## src/rtl/register_bank_pkg.sv

```systemverilog
// Shared types and default sizes for the register bank and its clear controller.
package register_bank_pkg;

  localparam int DEF_DATA_W = 32;
  localparam int DEF_ADDR_W = 5;

  typedef enum logic {
    ST_CLEAR = 1'b0,
    ST_RUN   = 1'b1
  } state_e;

endpackage

```

## src/rtl/register_bank_clr_fsm.sv

```systemverilog
// Power-up / reset clear sequencer: sweeps every address once with a zero write,
// then holds RUN (Ready high) until the next reset.
module register_bank_clr_fsm
  import register_bank_pkg::*;
#(
  parameter int ADDR_W = DEF_ADDR_W
) (
  input  logic              clock,
  input  logic              reset,
  output logic              o_ready,
  output logic [ADDR_W-1:0] o_clr_addr,
  output logic              o_clr_we
);

  localparam logic [ADDR_W-1:0] LAST_ADDR = '1;

  state_e            r_state;
  logic [ADDR_W-1:0] r_cnt;

  always_ff @(posedge clock) begin
    if (reset) begin
      r_state <= ST_CLEAR;
      r_cnt   <= '0;
    end else if (r_state == ST_CLEAR) begin
      r_cnt <= r_cnt + 1'b1;
      if (r_cnt == LAST_ADDR) begin
        r_state <= ST_RUN;
      end
    end
  end

  // Gating with reset keeps the first zero write on the edge after release.
  assign o_clr_we   = (r_state == ST_CLEAR) && !reset;
  assign o_clr_addr = r_cnt;
  assign o_ready    = (r_state == ST_RUN);

endmodule

```

## src/rtl/register_bank.sv

```systemverilog
// Two-read / one-write register file with a self-clearing sequence after reset.
// Define REGISTER_BANK_BYPASS_EN to forward same-cycle write data to the read ports.
module register_bank
  import register_bank_pkg::*;
#(
  parameter int DATA_W   = DEF_DATA_W,
  parameter int ADDR_W   = DEF_ADDR_W,
  parameter bit ZERO_REG = 1'b1
) (
  input  logic              clock,
  input  logic              reset,
  input  logic [ADDR_W-1:0] Read1,
  input  logic [ADDR_W-1:0] Read2,
  input  logic [ADDR_W-1:0] WriteReg,
  input  logic [DATA_W-1:0] WriteData,
  input  logic              RegWrite,
  output logic [DATA_W-1:0] Data1,
  output logic [DATA_W-1:0] Data2,
  output logic              Ready
);

  localparam int DEPTH = 2 ** ADDR_W;

  logic [DATA_W-1:0] r_rf [DEPTH];
  logic [ADDR_W-1:0] w_clr_addr;
  logic              w_clr_we;
  logic              w_wr_en;
  logic [ADDR_W-1:0] w_raddr [2];
  logic [DATA_W-1:0] w_rdata [2];

  register_bank_clr_fsm #(
    .ADDR_W(ADDR_W)
  ) u_clr_fsm (
    .clock     (clock),
    .reset     (reset),
    .o_ready   (Ready),
    .o_clr_addr(w_clr_addr),
    .o_clr_we  (w_clr_we)
  );

  assign w_wr_en = Ready && RegWrite && !(ZERO_REG && (WriteReg == '0));

  always_ff @(posedge clock) begin
    if (w_clr_we) begin
      r_rf[w_clr_addr] <= '0;
    end else if (w_wr_en) begin
      r_rf[WriteReg] <= WriteData;
    end
  end

  assign w_raddr[0] = Read1;
  assign w_raddr[1] = Read2;

  genvar gi;
  generate
    for (gi = 0; gi < 2; gi++) begin : g_rd
      logic w_zero;
      logic w_fwd;
      assign w_zero = ZERO_REG && (w_raddr[gi] == '0);
`ifdef REGISTER_BANK_BYPASS_EN
      // w_wr_en already excludes the suppressed zero register and the clear phase.
      assign w_fwd = w_wr_en && (WriteReg == w_raddr[gi]);
`else
      assign w_fwd = 1'b0;
`endif
      assign w_rdata[gi] = (!Ready || w_zero) ? '0 :
                           w_fwd              ? WriteData :
                                                r_rf[w_raddr[gi]];
    end
  endgenerate

  assign Data1 = w_rdata[0];
  assign Data2 = w_rdata[1];

endmodule

```

## config.mk

```make
export PLATFORM = sky130hd
export DESIGN_NAME = register_bank
export DESIGN_NICKNAME = d
export VERILOG_FILES = /design/src/rtl/register_bank_pkg.sv /design/src/rtl/register_bank_clr_fsm.sv /design/src/rtl/register_bank.sv
export SDC_FILE = /design/constraint.sdc
export NUM_CORES = 1
export LEC_CHECK = 0
export BUFFER_PORTS_ARGS = -buffer_cell sky130_fd_sc_hd__buf_2
export CORE_ASPECT_RATIO = 0.5
export CORE_UTILIZATION = 50
export DETAILED_ROUTE_END_ITERATION = 8
export PLACE_DENSITY_LB_ADDON = 0.08
export SLEW_MARGIN = 10
export SYNTH_ARGS = -nofsm -noshare
export SYNTH_HDL_FRONTEND = slang
export SYNTH_SLANG_ARGS = --single-unit
```

## constraint.sdc

```tcl
create_clock -name clock -period 7.9 [get_ports clock]
set_input_delay 1.185 -clock clock [delete_from_list [all_inputs] [get_ports clock]]
set_output_delay 1.185 -clock clock [all_outputs]
set_load 0.05 [all_outputs]
```

* After elaboration in Yosys (flattened, before gate mapping)
Memory sizes are Yosys's and may differ from the RTL's.
Cells that the tools add are included.
** Storage, ports and cells
- Register bits after elaboration :: 6
- Bits in writable memories :: 1024
- Output and inout bits :: 65
- Memories kept :: 1
** Memory list
- r_rf :: depth 32, bits a word 32, read ports 2, clocked after memory_dff 0, wr ports 1, line register_bank.sv:24 : logic [DATA_W-1:0] r_rf [DEPTH];
** Cells by class
- Add/subtract/negate cells :: 1
- Equal/unequal tests :: 1
- Muxes and demuxes :: 12
- Bitwise logic cells :: 1
- Reductions and logical operators :: 12
** Operators with widths (number)
- two-way mux 32 bit :: 3
- OR reduction 32 bit :: 1
- logical NOT 5 bit :: 3
- two-way mux 1 bit :: 8
- adder 5 x 1 -> 5 bit (second input constant) :: 1
- == test 5 bit (second input constant) :: 1
- two-way mux 5 bit :: 1
- logical AND 1 bit :: 3
- logical NOT 1 bit :: 3
- logical OR 1 bit :: 2
- inverter 1 bit :: 1

* Logic depth before layout (Yosys ltp)
Gate-level depths: netlist of run 1.
- Depth after elaboration :: 8
- Gate-level depth with buffers :: 9

* Cells and area by module
A second synthesis of run 1 with hierarchy kept.
** Second synthesis, totals
- Cell total of the unflattened synthesis :: 2357
- Area, all modules :: 47626.9 µm²
** Modules (own cells, without submodules)
- register_bank :: instances 1, cells an instance 2332, area an instance 47355.4 µm²
- register_bank_clr_fsm :: instances 1, cells an instance 25, area an instance 271.5 µm²

* Worst setup path after synthesis of run 1
OpenSTA, ideal clock, no wires.
- Path type :: input port to flip-flop
- From :: input port WriteReg[4]
- To :: memory r_rf[11][0] (netlist name), enable pin
- Arrival time :: 5.175 ns
- Data required time :: 7.399 ns
- Path slack :: 2.224 ns
- Cell stages on the path :: 5
- Path buffers :: 1
- Cell sequence :: nor3_1 a21o_1 buf_2 a21oi_1 nor4_1
** On the way
- Longest elaborated chain between the ends :: 8
- Elaborated cells between the ends (all ways) :: 9
- Classes of those cells :: mux (5); reduce/logical (4)
** RTL lines
- start, declared :: line register_bank.sv:14 : input logic [ADDR_W-1:0] WriteReg,
- logical NOT 5 bit :: line register_bank.sv:41 : assign w_wr_en = Ready && RegWrite && !(ZERO_REG && (WriteReg == '0));
- logical NOT 1 bit :: line register_bank.sv:41
- logical AND 1 bit :: line register_bank.sv:41
- two-way mux 1 bit :: line register_bank.sv:46 : end else if (w_wr_en) begin
- two-way mux 1 bit :: line register_bank.sv:44 : if (w_clr_we) begin
- two-way mux 1 bit (implied by the code) :: line register_bank.sv:47 : r_rf[WriteReg] <= WriteData;
- OR reduction 32 bit (no line)
- two-way mux 5 bit (no line) or two-way mux 1 bit (tied branches)
- end, declared :: line register_bank.sv:24
Parallel ways exist; a longest one is shown, timed or not.

* Final worst setup path of run 1
- From :: input port Read2[0]
- To :: output port Data2[19]
** On the way
- Longest elaborated chain between the ends :: 3
- Elaborated cells between the ends (all ways) :: 4
- Classes of those cells :: mux (1); reduce/logical (2); memory (1)
** RTL lines
- start, declared :: line register_bank.sv:13 : input logic [ADDR_W-1:0] Read2,
- parallel branches: the longest is 2 deep, another holds memory read (32 x 32 bit)
- two-way mux 32 bit * :: line register_bank.sv:66 : assign w_rdata[gi] = (!Ready || w_zero) ? '0 :
- end, declared :: line register_bank.sv:18 : output logic [DATA_W-1:0] Data2,
Every way passes the cells marked *.

==> flow_metrics.tcl, run 1 <==
set metrics [dict create \
    synth_top_area_frac 0.6376 \
    synth-simple-area-share 0.02781 \
    place_congestion 0.8373 \
    stdcell_count 3956 \
    core-area_um2 95390 \
    cts_buffers 92 \
    end_kind "output pin" \
    pin_count 115 \
    nNetsFinal 2659 \
    fp.dieW_um 441.2 \
    intPower_mw 8.893 \
    finalSetupViolCount 0 \
    fin_crit_ns 5.595 \
    clock_sinks 1030 \
    power-per-cell-area_nw_per_um2 212.2 \
    ys_types 48 \
    syn_inst 2509 \
    wirelength_mm 146.4 \
    ctsHoldBuffers 0 \
    post_cts_resized 0 \
    drive_gt1_frac 0.3224 \
    post_dp_cell_area_um2 50460 \
    die_area_um2 97770 \
    synth.most_common_cell "edfxtp_1" \
    grt_usage 0.3034 \
    fmax_ghz 0.1787 \
    clk_latency_ns 0.71 \
    cts_tree "yes" \
    synthTopCellsByArea "edfxtp_1, mux4_2, mux2i_1, buf_2, mux2_2" \
    drv_cap 0 \
    synth_area_um2 48230 \
    antenna_left 0 \
    setup.worst_path.start_class "input pin" \
    grt_pass1_vias 27780 \
    dr.pass1.iters 5 \
    synth_common_cells "edfxtp_1, mux4_2, mux2i_1" \
    cts.clk_slew.worst_paths_ns 0.06 \
    yosys_warnings 0 \
    worst_pin_slew_ns 1.299 \
    antenna_found_initial 13 \
    area_growth_pct 11.03 \
    synth_top_family_by_area "multiplexers" \
    seqPwrFrac 0.526 \
    dp.cells 3784 \
    finalClockSkew_ns 0.02515 \
    synth_seq_cells 1030 \
    fin_util 0.5613 \
    rsz0062_at_grt "false" \
    whs_ns 0.5813 \
    synth_ff_type "edfxtp_1" \
    wl_per_cell_um 37.00 \
    power_frac_comb 0.061 \
    design_area_um2 53540 \
    synth_xor_xnor_area_share 0.0005448 \
    p_leak_nw 16.32 \
    slowest_delay_ns 0.59 \
    status "finished, final reports clean" \
    critPathArrivalTime_ns 4.41 \
    hold_path.class "flop to flop" \
    switching_share 0.2172 \
    detailed_place_hpwl_mm 85.88 \
    cts-root-buf "clkbuf_16" \
    cts_max_level 3 \
    dieHeight_um 221.6 \
    critPathKind "input pin to output pin" \
    slew-limit-headroom 0.1341 \
    min_path_cells 2 \
    portBuffers 114 \
    rows 80 \
    synth_compound_area_frac 0.03702 \
    synth_mux_area_frac 0.2727 \
    cp_cell_sequence "buf_8 > buf_4 > or2_2 > o41a_1 > o221ai_1 > nor3_1 > buf_2" \
    gr-total-overflow 0 \
    drt_iter0_markers 3571 \
    finalMaxSlewViolations 0 \
    r2r_cells 6 \
    synth-async-reset-ratio 0 \
    initial_core_util 0.5055 \
    worstPathMaxFanout 61 \
    grt_max_degree 102 \
    grt_pass1_wl_mm 207.6 \
    p_sw_mw 2.468 \
    vias 27610 \
    pwr-share-clk 0.413 \
    irDropWorstVdd_v 0.0001542 \
    routed_via_density 6.978 \
    cts_buffer_depth 3 \
    fin_setup_tns_ns 0 \
    drc_errors 0 \
    yosysTopAreaCell "edfxtp_1" \
    cts_setup_buffers 0 \
    cp.required_ns 6.71 \
    synth_edf_count 1024 \
    seq_area_frac_synth 0.6401 \
    avgSynthCellArea_um2 19.22 \
    hold_viol 0 \
    synth_nets 2561 \
    crit_slowest_cell "buf_8" \
    timing.final.crit_share 0.7083 \
    synthAdderAreaFrac 0.0005189 \
]
[flip-flops by register name, indices dropped and copies added, names as in the netlist]
register,cells
u_clr_fsm.o_clr_addr,5
u_clr_fsm.o_ready,1
r_rf,1024
[power by group through the flow]
stage	Clock, mW	Combinational, mW	Sequential (mW)
2_1_floorplan	0	0.492	6.09
3_3_place_gp	0	0.684	6.09
3_5_place_dp	0	0.687	6.09
4_1_cts	4.74	0.689	5.97
5_1_grt	4.93	0.721	5.98
6_report	4.70	0.688	5.98
[cells by family after synthesis]
| family | Yosys count |
|---|---|
| DFF | 1030 |
| buffers and inverters | 201 |
| adders and majority gates | 2 |
| AOI/OAI and AO/OA | 242 |
| muxes | 771 |
| and+or+nand+nor | 260 |
| xor gates and xnor gates | 3 |
[layout make-up]
class                      instances  area (µm²)
inverter                           3       11.26
clock buffer                     106        2397
sequential                      1030       30870
clock inverter                    64       680.7
timing repair buffer             202        1400
antenna                            2       5.005
fill                            7225       41850
tap                             1271        1590
multi-input combinational       1278       16590
[path summary, 6_finish.rpt]
kind | from | to | slack, ns
setup / recovery | Read2[0] | Data2[19] | 2.30
hold / removal | u_clr_fsm.o_clr_addr[1] | u_clr_fsm.o_clr_addr[1] | 0.58
setup reg to reg | u_clr_fsm.o_ready | r_rf[22][29] | 4.43
hold reg to reg | u_clr_fsm.o_clr_addr[1] | u_clr_fsm.o_clr_addr[1] | 0.58
[cell usage in the layout (no fill, tap or decap), drive strengths merged, types with 23 or more instances in the layout]
| cell type | Yosys | final |
|---|---|---|
| nand2 | 52 | 52 |
| a31oi | 28 | 28 |
| o22a | 24 | 24 |
| nor2 | 41 | 41 |
| clkbuf | 66 | 106 |
| mux4 | 430 | 430 |
| edfxtp | 1024 | 1024 |
| a21oi | 27 | 27 |
| mux2i | 300 | 300 |
| nor3 | 23 | 23 |
| o22ai | 32 | 32 |
| a22oi | 60 | 60 |
| nand3 | 43 | 43 |
| mux2 | 41 | 41 |
| o221ai | 31 | 31 |
| and2 | 35 | 35 |
| clkinv | 0 | 46 |
| a211o | 24 | 24 |
| buf | 132 | 202 |
[layer usage]
layer	GRT usage	part of all wire
met5	0	0.00038
met2	0.4518	0.46
met1	0.4470	0.42
met4	0.08059	0.026
met3	0.07799	0.10
[worst max-delay path: cells and delay by family]
kind | cells | cell delay (ns)
AOI/OAI and AO/OA | 2 | 0.92
and+or+nand+nor | 2 | 0.73
buffers and inverters | 3 | 1.51
[per-stage QoR]
| step | total power, mW | setup WS (ns) |
|---|---|---|
| 6_report | 11.36 | 2.305 |
| 5_1_grt | 11.63 | 2.146 |
| 4_1_cts | 11.40 | 2.232 |
| 3_5_place_dp | 6.780 | 2.229 |
| 3_3_place_gp | 6.778 | 2.255 |
| 2_1_floorplan | 6.579 | 2.224 |
No activity file was read; power rests on OpenSTA's default activity.
==> run 2, diff against run 1 <==
clock period = 5.4 ns   (was 7.9 ns; I/O delays follow)
==> flow_metrics.tcl, run 2 (synthesized netlist as in run 1, its figures left out) <==
set metrics [dict create \
    cts_setup_buffers 0 \
    wl_per_cell_um 37.08 \
    cts_buffer_depth 3 \
    slew-limit-headroom 0.2032 \
    cts_tree "yes" \
    fillCellCount 7215 \
    stdcell_count 3988 \
    cp.required_ns 4.59 \
    drc_errors 0 \
    largest_reg_flops 1024 \
    cts_buffers 92 \
    wirelength_mm 147.9 \
    area_growth_pct 11.57 \
    grt_pass1_vias 27230 \
    portBuffers 114 \
    die_area_um2 97770 \
    initial_core_util 0.5055 \
    pin_count 115 \
    core-area_um2 95390 \
    dp.cells 3814 \
    irDropWorstVdd_v 0.0002576 \
    finalClockSkew_ns 0.02496 \
    worst_pin_slew_ns 1.195 \
    fin_setup_tns_ns 0 \
    cts_max_level 3 \
    ctsHoldBuffers 0 \
    grt_pass1_wl_mm 209.0 \
    finalSetupViolCount 0 \
    final_common_cell "edfxtp_1" \
    end_kind "output pin" \
    power-per-cell-area_nw_per_um2 303.7 \
    routed_via_density 6.989 \
    grt_usage 0.3063 \
    rsz0062_at_grt "false" \
    cts-root-buf "clkbuf_16" \
    worstPathMaxFanout 25 \
    top_register "r_rf" \
    vias 27870 \
    final_cell_mix "edfxtp_1, mux4_2, mux2i_1" \
    dr.pass1.iters 5 \
    nNetsFinal 2691 \
    fin_crit_ns 4.789 \
    setup.worst_path.start_class "flop" \
    critPathKind "flop to output pin" \
    status "finished, final reports clean" \
    finalMaxSlewViolations 0 \
    antenna_found_initial 8 \
    drive_gt1_frac 0.3315 \
    hold_path.class "input pin to flop" \
    dieHeight_um 221.6 \
    drv_cap 0 \
    timing.final.crit_share 0.8869 \
    p_leak_nw 16.46 \
    drt_iter0_markers 3359 \
    hold_viol 0 \
    gr-total-overflow 0 \
    fmax_ghz 0.2088 \
    post_cts_resized 0 \
    place_congestion 0.8311 \
    detailed_place_hpwl_mm 87.64 \
    cts.clk_slew.worst_paths_ns 0.07 \
    grt_max_degree 114 \
    clk_latency_ns 0.70 \
    rows 80 \
    fp.dieW_um 441.2 \
    critPathArrivalTime_ns 3.98 \
    antenna_left 0 \
    clock_sinks 1030 \
]
==> run 2: cell types whose count changed in the layout (fill, tap and decap cells not counted), sizes merged <==
cell | previous run | this run
clkbuf | 106 | 109
clkinvlp | 3 | 4
clkinv | 46 | 45
bufinv | 14 | 7
buf | 202 | 234
inv | 4 | 8
==> run 2: per-layer routing <==
metal / track usage / part of all wire / vias up
li1: - / - / 11000
met1: 0.4690 / 0.43 / 15190
met2: 0.4565 / 0.46 / 1492
met3: 0.05761 / 0.088 / 189
met4: 0.07367 / 0.024 / 0
met5: 0 / 0 / -
==> run 2: power breakdown <==
part           leakage, nW  total, mW  switching, mW  internal, mW
Sequential            8.37       8.74         0.0275          8.71
Clock                 1.42       6.58           3.05          3.53
Combinational         6.66       1.02          0.568         0.450
==> run 2: cell type report <==
cell class	instances	area (µm²)	share of cell area
sequential	1030	30870	0.5737
multi-input combinational	1278	16580	0.3082
clock buffer	109	2409	0.04476
tap	1271	1590	0.02956
clock inverter	61	495.5	0.009209
antenna	2	5.005	0.00009302
inverter	3	11.26	0.0002093
timing repair buffer	234	1843	0.03425
==> run 2: worst paths after layout <==
kind | end | depth (start not counted) | from | slack [ns]
worst min register to register | u_clr_fsm.o_clr_addr[1] | 2 | u_clr_fsm.o_clr_addr[1] | 0.60
worst max register to register | r_rf[14][20] | 4 | u_clr_fsm.o_ready | 1.48
worst max-delay path | Data1[9] | 6 | u_clr_fsm.o_ready | 0.61
worst min-delay path | u_clr_fsm.o_clr_addr[3] | 2 | reset | 0.39
==> run 2: through the flow <==
stage / hold slack [ns] / total power, mW / area (µm²) / worst slack (ns) / utilization
2_1_floorplan: 0.5292 / 9.626 / 48230 / 0.09891 / -
6_report: 0.3933 / 16.34 / 53810 / 0.6109 / 0.5640
5_1_grt: 0.3669 / 16.73 / 53800 / 0.5038 / 0.5640
3_3_place_gp: 0.5612 / 9.928 / 50860 / 0.7131 / 0.5332
4_1_cts: 0.3372 / 16.40 / 53770 / 0.1815 / 0.5636
3_5_place_dp: 0.5829 / 9.930 / 50860 / 0.7250 / 0.5332
==> run 2: critical path, stage by stage (launching register included) <==
cell and delay (ns):
dfxtp_1 0.98, nand3_2 0.88, buf_4 0.48, a21oi_1 0.14, nand3_1 0.13, nand4_1 0.31
buf_2 0.34
